==> src/rtl/zwait_req.sv <==
// Z80 I/O-cycle front end for the wait generator: decodes gluclock/comport accesses,
// latches the access for the AVR and returns read data. Optional HOLD timeout: ZWAIT_REQ_TIMEOUT_EN.
module zwait_req #(
  parameter logic [15:0] GLU_ADDR  = 16'hBFF7,
  parameter logic [15:0] COM_ADDR  = 16'hBFEF,
  parameter logic [15:0] ADDR_MASK = 16'hFFFF,
  parameter int          TMO_CYC   = 4096
) (
  input  logic        clk,
  input  logic        rst,
  input  logic        iorq_n,
  input  logic        m1_n,
  input  logic        rd_n,
  input  logic        wr_n,
  input  logic [15:0] a,
  input  logic [7:0]  d_in,
  input  logic        avr_done,
  input  logic [7:0]  avr_rdata,
  output logic        wait_start_gluclock,
  output logic        wait_start_comport,
  output logic        wait_end,
  output logic [15:0] wait_addr,
  output logic [7:0]  wait_wdata,
  output logic        wait_rnw,
  output logic [7:0]  wait_rdata,
  output logic        wait_tmo
);

  typedef enum logic [2:0] {
    S_IDLE,
    S_START,
    S_HOLD,
    S_END,
    S_RECOVER
  } state_t;

  state_t      state_q, state_d;
  logic        iorq_q, iorq_d;
  logic        start_glu_q, start_glu_d;
  logic        start_com_q, start_com_d;
  logic        end_q, end_d;
  logic [15:0] addr_q, addr_d;
  logic [7:0]  wdata_q, wdata_d;
  logic        rnw_q, rnw_d;
  logic [7:0]  rdata_q, rdata_d;

  logic glu_hit, com_hit, trigger;

`ifdef ZWAIT_REQ_TIMEOUT_EN
  localparam logic [11:0] TMO_LAST = 12'(TMO_CYC - 1);
  logic [11:0] cnt_q, cnt_d;
  logic        tmo_q, tmo_d;
`endif

  assign glu_hit = (a & ADDR_MASK) == (GLU_ADDR & ADDR_MASK);
  assign com_hit = (a & ADDR_MASK) == (COM_ADDR & ADDR_MASK);
  // Falling edge of IORQ outside INTACK, with a real read or write strobe
  assign trigger = iorq_q & ~iorq_n & m1_n & (~rd_n | ~wr_n) & (glu_hit | com_hit);

  always_comb begin
    state_d     = state_q;
    iorq_d      = iorq_n;
    start_glu_d = 1'b0;
    start_com_d = 1'b0;
    end_d       = 1'b0;
    addr_d      = addr_q;
    wdata_d     = wdata_q;
    rnw_d       = rnw_q;
    rdata_d     = rdata_q;
`ifdef ZWAIT_REQ_TIMEOUT_EN
    cnt_d       = cnt_q;
    tmo_d       = tmo_q;
`endif
    case (state_q)
      S_IDLE: begin
        if (trigger) begin
          state_d     = S_START;
          start_glu_d = glu_hit;
          start_com_d = ~glu_hit;
          addr_d      = a;
          wdata_d     = d_in;
          rnw_d       = ~rd_n;
`ifdef ZWAIT_REQ_TIMEOUT_EN
          cnt_d       = '0;
          tmo_d       = 1'b0;
`endif
        end
      end
      S_START: state_d = S_HOLD;
      S_HOLD: begin
        if (avr_done) begin
          state_d = S_END;
          rdata_d = avr_rdata;
          end_d   = 1'b1;
        end
`ifdef ZWAIT_REQ_TIMEOUT_EN
        else if (cnt_q == TMO_LAST) begin
          state_d = S_END;
          rdata_d = 8'hFF;
          end_d   = 1'b1;
          tmo_d   = 1'b1;
        end else begin
          cnt_d = cnt_q + 12'd1;
        end
`endif
      end
      S_END: state_d = S_RECOVER;
      // Wait for the Z80 to end this I/O cycle so it cannot re-trigger
      S_RECOVER: if (iorq_n) state_d = S_IDLE;
      default: state_d = S_IDLE;
    endcase
  end

  always_ff @(posedge clk) begin
    if (rst) begin
      state_q     <= S_IDLE;
      iorq_q      <= 1'b1;
      start_glu_q <= 1'b0;
      start_com_q <= 1'b0;
      end_q       <= 1'b0;
      addr_q      <= '0;
      wdata_q     <= '0;
      rnw_q       <= 1'b0;
      rdata_q     <= '0;
`ifdef ZWAIT_REQ_TIMEOUT_EN
      cnt_q       <= '0;
      tmo_q       <= 1'b0;
`endif
    end else begin
      state_q     <= state_d;
      iorq_q      <= iorq_d;
      start_glu_q <= start_glu_d;
      start_com_q <= start_com_d;
      end_q       <= end_d;
      addr_q      <= addr_d;
      wdata_q     <= wdata_d;
      rnw_q       <= rnw_d;
      rdata_q     <= rdata_d;
`ifdef ZWAIT_REQ_TIMEOUT_EN
      cnt_q       <= cnt_d;
      tmo_q       <= tmo_d;
`endif
    end
  end

  assign wait_start_gluclock = start_glu_q;
  assign wait_start_comport  = start_com_q;
  assign wait_end            = end_q;
  assign wait_addr           = addr_q;
  assign wait_wdata          = wdata_q;
  assign wait_rnw            = rnw_q;
  assign wait_rdata          = rdata_q;
`ifdef ZWAIT_REQ_TIMEOUT_EN
  assign wait_tmo            = tmo_q;
`else
  assign wait_tmo            = 1'b0;
`endif

endmodule
==> config.mk <==
export PLATFORM = sky130hd
export DESIGN_NAME = zwait_req
export DESIGN_NICKNAME = d
export VERILOG_FILES = /design/src/rtl/zwait_req.sv
export SDC_FILE = /design/constraint.sdc
export NUM_CORES = 1
export LEC_CHECK = 0
export ABC_AREA = 1
export CAP_MARGIN = 20
export CORE_MARGIN = 2
export CORE_UTILIZATION = 40
export DETAILED_ROUTE_END_ITERATION = 7
export PLACE_DENSITY = 0.78
export SYNTH_ARGS = -nofsm -noshare
export SYNTH_HDL_FRONTEND = slang
export SYNTH_SLANG_ARGS = --single-unit
==> constraint.sdc <==
create_clock -name clk -period 1.3 [get_ports clk]
set_input_delay 0.195 -clock clk [delete_from_list [all_inputs] [get_ports clk]]
set_output_delay 0.195 -clock clk [all_outputs]
set_load 0.02 [all_outputs]
==> impl_metrics.yaml <==
cts:
  clockRootBuffer: "clkbuf_8"
  clock_path_buffers: 2
  h-tree-depth: 2
  insertion_delay_ns: 0.27
  clkSlewWorstSetupHoldPaths_ns: 0.07
  numClockSinks: 40
  postCtsSetupRepairBufs: 0
  cts_made_buffers: 5
  cts_tree: "yes"
grt:
  grt.total_usage_pct: 17.0
  grt_max_degree: 24
  grt_pass1_vias: 1410
  grt_overflow: 0
  grt_pass1_wl_um: 5950
  grt_antenna_before_repair: 0
logic_synthesis:
  synth_compound_area_share_pct: 9.60
  synth_seq_cells: 40
  synth-adder-area-share_pct: 0
  synth_top_family_by_area: "simple AND/OR/NAND/NOR gates"
  syn_area_um2: 1620
  avgSynthCellArea_um2: 7.22
  postSynthCellCount: 224
  synth_warnings: 0
  synthMuxAreaShare_pct: 0
  synth-simple-area-share_pct: 23.1
  ys_seq_area_share_pct: 49.5
  synth_fp_nets: 263
  ys_types: 21
  yosys.area_share.xor_xnor_pct: 0
power_and_ir_drop:
  p_comb_share_pct: 8.7
  p_sw_share_pct: 20.4
  p_per_area_nw_per_um2: 839
  p_seq_share_pct: 56.9
  power_frac_clock_pct: 34.4
  switching_power_uw: 439
  power.total_mw: 2.16
  p_leak_nw: 1.30
  internal_power_mw: 1.72
  vdd_drop_max_mv: 0.492
sta:
  min_period_ns: 1.27
  setup-violations-final: 0
  rsz0062_at_grt: "true"
  timing.final.crit_share_pct: 97.7
  max_freq_mhz: 787
  finalHoldViolCount: 0
  finalMaxSlewViolations: 0
  fin_skew_ns: 0.00401
placement:
  place_congestion: 0.763
  dpl_cell_area_um2: 2490
  port_buffers: 74
  dp_hpwl_um: 2690
  place_inst: 353
drt:
  detail_route.iter0.violations: 46
  dr_total_vias: 1522
  routed_wirelength_um: 3500
  via_per_inst: 4.23
  drtPass1Iterations: 5
  drc: 0
  avgRoutedWirePerCell_um: 9.73
  postRouteAntennaNets: 0
cells_and_area:
  antennaDiodeCount: 0
  nNetsFinal: 349
  area_growth_pct: 58.9
  stdcell_count: 360
  layout_commonest_cell: "inv_1"
  final_cell_mix: "inv_1 (56), dfxtp_1 (39), dlygate4sd2_1 (36)"
  post-route-cell-area_um2: 2570
  drive_gt1_share_pct: 12.9
hold_path:
  hold_depth: 6
  min_path_type: "in -> reg"
floorplan:
  die_w_um: 67.6
  start_util_pct: 41.0
  core_um2: 3940
  dieArea_um2: 4570
  ios: 76
  std_cell_rows: 23
  die-height_um: 67.6
worst_setup_path:
  end_kind: "flip-flop"
  critical_path_required_ns: 1.52
  path_class: "reg -> reg"
  cp_max_fo: 23
  startpoint_type: "flip-flop"
  reg2reg_depth: 7
  arrival_ns: 1.49
status:
  outcome: "completed"
flow_run:
  max-cap-violations: 0
## power groups by stage
stage / Clock (mW) / Combinational, mW / Sequential, mW
global route: 0.833 / 0.209 / 1.23
detailed placement: 0 / 0.188 / 1.26
floorplan: 0 / 0.0515 / 1.25
finish: 0.741 / 0.188 / 1.23
global placement: 0 / 0.187 / 1.26
CTS: 0.781 / 0.189 / 1.23
## Yosys cell counts
master    count  area [um^2]
nor4_1        1         6.26
nand2_1      39          146
buf_4         1         7.51
nor2_4        1         11.3
a21oi_1      23          115
nand4_1      12         75.1
buf_2         5         25.0
dfxtp_1      40          801
buf_6         1         11.3
nand3_4       1         17.5
inv_1        60          225
clkbuf_1      3         11.3
nor2_2        1         6.26
nand3_1       3         15.0
conb_1        1         3.75
nor3_1        1         5.00
buf_1         1         3.75
o21ai_0       8         40.0
nor2_1       20         75.1
or2_4         1         8.76
or2_2         1         6.26
## flip-flops by register name, indices dropped and copies added, names as in the netlist
name,count
wait_rdata,8
wait_start_comport,1
wait_wdata,8
wait_end,1
wait_addr,16
iorq_q,1
wait_rnw,1
wait_start_gluclock,1
state_q,3
## through the flow
stage / worst slack [ns] / hold slack (ns) / utilization [%] / setup TNS (ns)
after global placement: -0.263 / 0.430 / 63.2 / -6.18
final: 0.0293 / 0.436 / 65.2 / 0
after detailed placement: -0.281 / 0.432 / 63.2 / -6.32
after floorplan: 0.141 / 0.304 / - / 0
after CTS: 0.00775 / 0.441 / 64.1 / 0
after global routing: -0.0452 / 0.458 / 65.2 / -0.408
## worst max-delay path: stages, from the launching register on
cell     delay (ns)
dfxtp_2        0.34
or2_4          0.26
nor2_4         0.15
nand3_4        0.10
buf_12         0.17
nand2_2        0.06
inv_2          0.04
nor2_2         0.09
## routing by layer
metal | track usage [%] | vias to the layer above | wire (um)
met5 | 0 | - | 0
met4 | 4.34 | 0 | 12
li1 | - | 838 | -
met2 | 29.8 | 41 | 1770
met3 | 4.83 | 2 | 186
met1 | 20.1 | 641 | 1540
## area by class of cell
cell class | instances | area, um^2
fill | 346 | 1370
clock inverter | 1 | 5.00
inverter | 60 | 225
timing repair buffer | 90 | 845
multi-input combinational | 113 | 557
tap | 50 | 62.6
sequential | 40 | 802
clock buffer | 6 | 72.6
## what timing repair did
action / CTS / global route
pin swaps: 0 / 1
setup endpoints to repair: 36 / 28
gates cloned: 0 / 0
hold buffers: 0 / 0
gates resized for setup: 36 / 20
hold endpoints to repair: 0 / 0
## cell families (layout without fill, tap and decap cells)
kind of cell,after synthesis,in the layout
buffers and inverters,71,157
AO/OA/AOI/OAI,31,31
other,1,1
flip-flops,40,40
AND/OR/NAND/NOR,81,81
## path summary, 6_finish.rpt
check                             startpoint                    endpoint  slack (ns)
setup / recovery     state_q[0]$_SDFFE_PP0P_  wait_wdata[1]$_SDFFE_PP0P_        0.03
hold / removal                          a[3]   wait_addr[3]$_SDFFE_PP0P_        0.44
setup reg to reg     state_q[0]$_SDFFE_PP0P_  wait_wdata[1]$_SDFFE_PP0P_        0.03
hold reg to reg   wait_rdata[5]$_SDFFE_PP0P_  wait_rdata[5]$_SDFFE_PP0P_        0.44
No activity file was read; power rests on OpenSTA's default activity.
